### src/rtl/reg_writeback_arb.sv
// Write-port front end for the 2R/1W register file: merges the single-cycle ALU stream
// with buffered multi-cycle results and reports per-read-port pending-write status.
module reg_writeback_arb #(
    parameter int unsigned WIDTH       = 32,
    parameter int unsigned LOG2NUMREGS = 5,
    parameter int unsigned DEPTH       = 4,
    parameter int unsigned LOG2DEPTH   = 2
) (
    input  logic                   clk,
    input  logic                   resetn,
    input  logic                   alu_we,
    input  logic [LOG2NUMREGS-1:0] alu_reg,
    input  logic [WIDTH-1:0]       alu_data,
    input  logic                   mem_valid,
    input  logic [LOG2NUMREGS-1:0] mem_reg,
    input  logic [WIDTH-1:0]       mem_data,
    output logic                   mem_ready,
    output logic [LOG2NUMREGS-1:0] c_reg,
    output logic [WIDTH-1:0]       c_writedatain,
    output logic                   c_we,
    input  logic [LOG2NUMREGS-1:0] a_reg,
    input  logic [LOG2NUMREGS-1:0] b_reg,
    output logic                   a_pending,
    output logic                   b_pending,
    output logic [LOG2DEPTH:0]     fifo_count
);

    localparam int unsigned CW = LOG2DEPTH + 1;

    logic [LOG2NUMREGS-1:0] fifo_reg_q  [DEPTH];
    logic [LOG2NUMREGS-1:0] fifo_reg_d  [DEPTH];
    logic [WIDTH-1:0]       fifo_data_q [DEPTH];
    logic [WIDTH-1:0]       fifo_data_d [DEPTH];
    logic [DEPTH-1:0]       fifo_vld_q, fifo_vld_d;
    logic [LOG2DEPTH-1:0]   rd_ptr_q, rd_ptr_d, wr_ptr_q, wr_ptr_d;
    logic [CW-1:0]          count_q, count_d;
    logic [LOG2NUMREGS-1:0] c_reg_q, c_reg_d;
    logic [WIDTH-1:0]       c_data_q, c_data_d;
    logic                   c_we_q, c_we_d;

    logic alu_iss, mem_acc, fifo_ne, pop, bypass, push;

    assign mem_ready     = resetn && (count_q < CW'(DEPTH));
    assign c_reg         = c_reg_q;
    assign c_writedatain = c_data_q;
    assign c_we          = c_we_q;
    assign fifo_count    = count_q;

    // Issue select: ALU first, then FIFO head, then direct bypass of a fresh slow result
    always_comb begin
        alu_iss     = alu_we && (alu_reg != '0);
        mem_acc     = mem_valid && mem_ready;
        fifo_ne     = (count_q != '0);
        pop         = !alu_iss && fifo_ne;
        bypass      = !alu_iss && !fifo_ne && mem_acc && (mem_reg != '0);
        push        = mem_acc && (mem_reg != '0) && !bypass;

        fifo_reg_d  = fifo_reg_q;
        fifo_data_d = fifo_data_q;
        fifo_vld_d  = fifo_vld_q;
        rd_ptr_d    = rd_ptr_q;
        wr_ptr_d    = wr_ptr_q;
        count_d     = count_q;
        c_reg_d     = c_reg_q;
        c_data_d    = c_data_q;
        c_we_d      = 1'b0;

        if (alu_iss) begin
            c_we_d   = 1'b1;
            c_reg_d  = alu_reg;
            c_data_d = alu_data;
        end else if (pop) begin
            c_we_d = fifo_vld_q[rd_ptr_q];
            if (fifo_vld_q[rd_ptr_q]) begin
                c_reg_d  = fifo_reg_q[rd_ptr_q];
                c_data_d = fifo_data_q[rd_ptr_q];
            end
        end else if (bypass) begin
            c_we_d   = 1'b1;
            c_reg_d  = mem_reg;
            c_data_d = mem_data;
        end

        // A newer ALU write supersedes any buffered write to the same register
        for (int unsigned i = 0; i < DEPTH; i++) begin
            if (alu_iss && (fifo_reg_q[i] == alu_reg)) begin
                fifo_vld_d[i] = 1'b0;
            end
        end

        if (pop) begin
            fifo_vld_d[rd_ptr_q] = 1'b0;
            rd_ptr_d             = rd_ptr_q + LOG2DEPTH'(1);
        end

        if (push) begin
            fifo_reg_d[wr_ptr_q]  = mem_reg;
            fifo_data_d[wr_ptr_q] = mem_data;
            fifo_vld_d[wr_ptr_q]  = !(alu_iss && (mem_reg == alu_reg));
            wr_ptr_d              = wr_ptr_q + LOG2DEPTH'(1);
        end

        case ({push, pop})
            2'b10:   count_d = count_q + CW'(1);
            2'b01:   count_d = count_q - CW'(1);
            default: count_d = count_q;
        endcase
    end

    // State registers with synchronous reset
    always_ff @(posedge clk) begin
        if (!resetn) begin
            for (int unsigned i = 0; i < DEPTH; i++) begin
                fifo_reg_q[i]  <= '0;
                fifo_data_q[i] <= '0;
            end
            fifo_vld_q <= '0;
            rd_ptr_q   <= '0;
            wr_ptr_q   <= '0;
            count_q    <= '0;
            c_reg_q    <= '0;
            c_data_q   <= '0;
            c_we_q     <= 1'b0;
        end else begin
            for (int unsigned i = 0; i < DEPTH; i++) begin
                fifo_reg_q[i]  <= fifo_reg_d[i];
                fifo_data_q[i] <= fifo_data_d[i];
            end
            fifo_vld_q <= fifo_vld_d;
            rd_ptr_q   <= rd_ptr_d;
            wr_ptr_q   <= wr_ptr_d;
            count_q    <= count_d;
            c_reg_q    <= c_reg_d;
            c_data_q   <= c_data_d;
            c_we_q     <= c_we_d;
        end
    end

    // Pending status from registered state only; popped slots have their valid bit cleared
    always_comb begin
        a_pending = 1'b0;
        b_pending = 1'b0;
        if (c_we_q && (c_reg_q == a_reg)) a_pending = 1'b1;
        if (c_we_q && (c_reg_q == b_reg)) b_pending = 1'b1;
        for (int unsigned i = 0; i < DEPTH; i++) begin
            if (fifo_vld_q[i] && (fifo_reg_q[i] == a_reg)) a_pending = 1'b1;
            if (fifo_vld_q[i] && (fifo_reg_q[i] == b_reg)) b_pending = 1'b1;
        end
        if (a_reg == '0) a_pending = 1'b0;
        if (b_reg == '0) b_pending = 1'b0;
    end

endmodule

### config.mk
export PLATFORM = sky130hd
export DESIGN_NAME = reg_writeback_arb
export DESIGN_NICKNAME = d
export VERILOG_FILES = /design/src/rtl/reg_writeback_arb.sv
export SDC_FILE = /design/constraint.sdc
export NUM_CORES = 1
export LEC_CHECK = 0
export ABC_AREA = 0
export BUFFER_PORTS_ARGS = -buffer_cell sky130_fd_sc_hd__clkbuf_2
export CORE_UTILIZATION = 40
export DETAILED_ROUTE_END_ITERATION = 10
export PLACE_DENSITY = 0.69
export SYNTH_ARGS = -nofsm -noshare
export SYNTH_HDL_FRONTEND = slang
export SYNTH_SLANG_ARGS = --single-unit
### constraint.sdc
create_clock -name clk -period 3.1 [get_ports clk]
set_clock_uncertainty 0.1 [all_clocks]
set_input_delay 0.31 -clock clk [delete_from_list [all_inputs] [get_ports clk]]
set_output_delay 0.31 -clock clk [all_outputs]
set_load 0.02 [all_outputs]
==> out/metrics.csv <==
stage,metric,value,unit
final_layout,share of cells above drive strength 1,22.07,%
final_layout,"Net count, final",1187,
drt,Final ANT Viol Nets,0,
sta,RSZ-0062 raised after global routing,no,
drt,Max Used Layer,met5,
drt,Remaining DRCs,0,
drt,routed wl met2,11380,um
clock_network,post_cts resized,0,
sta,endpoints failing setup,0,
global_route,grt total ovfl,0,
floorplan,die footprint,24580,um^2
sta,final hold vios,0,
logic_synthesis,Mapped Cells,990,
setup_path,Crit. Startpoint,fifo_count[2],
placement,# port buffers,131,
floorplan,# IOs,132,
global_route,largest net degree at the start of global routing,54,
power_and_ir_drop,Pwr Total,6.947,mW
sta,post-route setup slack,0.4253,ns
logic_synthesis,library cells used by synthesis,34,
setup_path,Setup CP Type,register to register,
clock_network,Sink Count,197,
global_route,initial antenna violation count,1,
sta,WHS,0.05672,ns
logic_synthesis,Yosys warnings,0,
power_and_ir_drop,peak supply drop,0.0003283,V
logic_synthesis,Adder-Cell Fraction of Synth Area,1.384,%
power_and_ir_drop,cell leakage power,4.209,nW
floorplan,die width,156.8,um
flow_run,max-cap violations,0,
drt,met3 wire length,1151,um
clock_network,CTS tree,built,
setup_path,R2R depth,9,
setup_path,Crit. End Element,register,
clock_network,# hold bufs at CTS,0,
clock_network,Post-CTS Setup Bufs,0,
drt,1st-iter DRT viols,524,
drt,Post-Route WL,24590,um
sta,Fmax,373.9,MHz
drt,drt pass-1 iters,5,
setup_path,flop2flop setup slack,0.43,ns
setup_path,Startpoint Class,register,
logic_synthesis,Post-Syn Nets,1088,
final_layout,Layout fillers,2228,
drt,vias per cell,5.254,
global_route,number of global-route vias before repair,7266,
drt,vias post-DR,7461,
final_layout,antenna cells,0,
sta,Setup TNS,0,ns
logic_synthesis,main combinational cell family by area after synthesis,multiplexers,
drt,DRT met1 WL,11690,um
setup_path,Setup crit end,fifo_count[2],
setup_path,r2r startpoint,fifo_count[2],
power_and_ir_drop,Pwr Density,624.1,nW/um^2
clock_network,clk_lat worst skew,0.44,ns
drt,drt wl/cell,17.32,um
setup_path,CP Data Arrival Time,2.94,ns
global_route,first-pass GRT wire length,39310,um
sta,Slew @ Worst Pin,0.6549,ns
final_layout,Largest Register,fifo_data_q,
global_route,overall global routing resource usage,20.53,%
final_layout,"commonest non-fill, non-tap cell in the layout",dfxtp_1,
floorplan,Starting Density,40.82,%
sta,Final min period,2.675,ns
logic_synthesis,sequential share of the synthesized area,41.16,%
sta,max_slew headroom,56.34,%
sta,fin. max-slew vios,0,
setup_path,CP required,3.36,ns
logic_synthesis,Post-Synth XOR/XNOR Area,7.221,%
logic_synthesis,Simple-Gate Fraction of Synth Area,14.21,%
placement,Routability Congestion,0.9139,
logic_synthesis,Syn Area/Cell,9.678,um^2
clock_network,# H-tree levels,4,
logic_synthesis,Synth Area in Compound Gates,7.078,%
setup_path,CP max FO,8,
logic_synthesis,post-synthesis mux area share,24.50,%
floorplan,die height,156.8,um
floorplan,row count,56,
clock_network,Longest Clk Path Bufs,2,
clock_network,CTS Root Cell,clkbuf_16,
logic_synthesis,#FFs+latches synth,197,
final_layout,"commonest cells after routing, fill and taps aside","195 x dfxtp_1, 157 x nor2_1, 149 x mux2i_1",
placement,pre-CTS setup slack,0.2278,ns
hold_path,Min-Delay Path Class,input pin to register,
clock_network,total CTS buffers,17,
final_layout,Util after Layout,47.42,%
placement,Detailed Place HPWL,16270,um
run_status,status,completed,
clock_network,Clock Pin Slew Worst Setup and Hold Paths,0.07,ns
final_layout,synthesis-to-finish area growth,16.17,%
setup_path,Reg2Reg Capture Point,fifo_count[2],
floorplan,Core Box Area,23470,um^2
logic_synthesis,Synth Cell Area,9582,um^2
final_layout,max FFs per register,128,
sta,Tcrit/Tclk final,86.28,%
-- synth_stat cells, drive strengths merged --
cell / n / area share (%)
o22a: 2 / 0.18
mux4: 38 / 8.9
o211ai: 2 / 0.26
fa: 1 / 0.21
nor4: 10 / 0.65
nand4: 8 / 0.52
buf: 36 / 2.1
xor2: 59 / 5.4
a31o: 1 / 0.091
or3: 2 / 0.13
or4: 4 / 0.35
a21oi: 11 / 0.57
o21a: 1 / 0.078
a31oi: 1 / 0.065
nor2b: 1 / 0.065
ha: 9 / 1.2
clkbuf: 46 / 1.8
dfxtp: 197 / 41
nor2: 158 / 6.3
xnor2: 20 / 1.8
a211oi: 4 / 0.31
and3: 1 / 0.065
nand3: 51 / 2.7
mux2i: 149 / 16
nand2: 81 / 3.2
nor3: 6 / 0.31
o21ai: 42 / 2.3
inv: 14 / 0.55
o2bb2ai: 35 / 3.2
-- cell type report --
type,instances,area [um^2],share of cell area [%]
Sequential cell,197,3949,35.48
Timing Repair Buffer,162,900.9,8.094
Inverter,14,55.05,0.4946
Clock inverter,10,98.84,0.8880
Clock buffer,21,460.4,4.137
Tap cell,319,399.1,3.586
Multi-Input combinational cell,697,5268,47.32
-- kinds of logic (layout without fill, tap and decap cells) --
logic type                 Yosys count  count (layout)
AOI/OAI and AO/OA                   99              99
adders and majority gates           10              10
buffers and inverters               96             207
muxes                              187             187
and+or+nand+nor                    322             322
xor gates and xnor gates            79              79
DFF                                197             197
-- per-layer routing --
| layer | up-vias | track usage [%] |
|---|---|---|
| met5 | - | 0 |
| li1 | 3628 | - |
| met3 | 31 | 3.739 |
| met2 | 176 | 32.89 |
| met4 | 2 | 6.349 |
| met1 | 3624 | 27.93 |
-- stage by stage --
step	area [um^2]	instances
6_report	11130	1420
5_1_grt	11130	1420
4_1_cts	11130	1420
3_5_place_dp	10570	1389
3_3_place_gp	10570	1389
2_1_floorplan	9582	990
-- how the worst min path moves through the flow --
| stage | from | end | slack (ns) | depth (start not counted) |
|---|---|---|---|---|
| detailed placement | c_writedatain[26] | c_writedatain[26] | 0.35 | 1 |
| CTS | alu_data[24] | c_writedatain[24] | 0.04 | 3 |
| global placement | c_writedatain[20] | c_writedatain[20] | 0.35 | 1 |
| floorplan | fifo_data_q[32] | fifo_data_q[32] | 0.35 | 2 |
| global route | alu_data[29] | c_writedatain[29] | 0.06 | 3 |
| finish | alu_data[24] | c_writedatain[24] | 0.06 | 3 |
-- power by group --
group | total [mW] | switching, mW | internal (mW)
Clock | 2.14 | 0.989 | 1.15
Combinational | 1.87 | 1.15 | 0.729
Sequential | 2.93 | 0.208 | 2.72
Total | 6.95 | 2.34 | 4.61
-- worst max-delay path, stage by stage, from the launching register on --
cell	delay, ns
dfxtp_1	0.36
nor3_2	0.56
a21oi_1	0.25
inv_1	0.11
ha_1	0.19
inv_1	0.06
fa_1	0.38
xor2_1	0.15
or3_1	0.30
a21oi_1	0.14
Power figures use the tool's default switching activity.
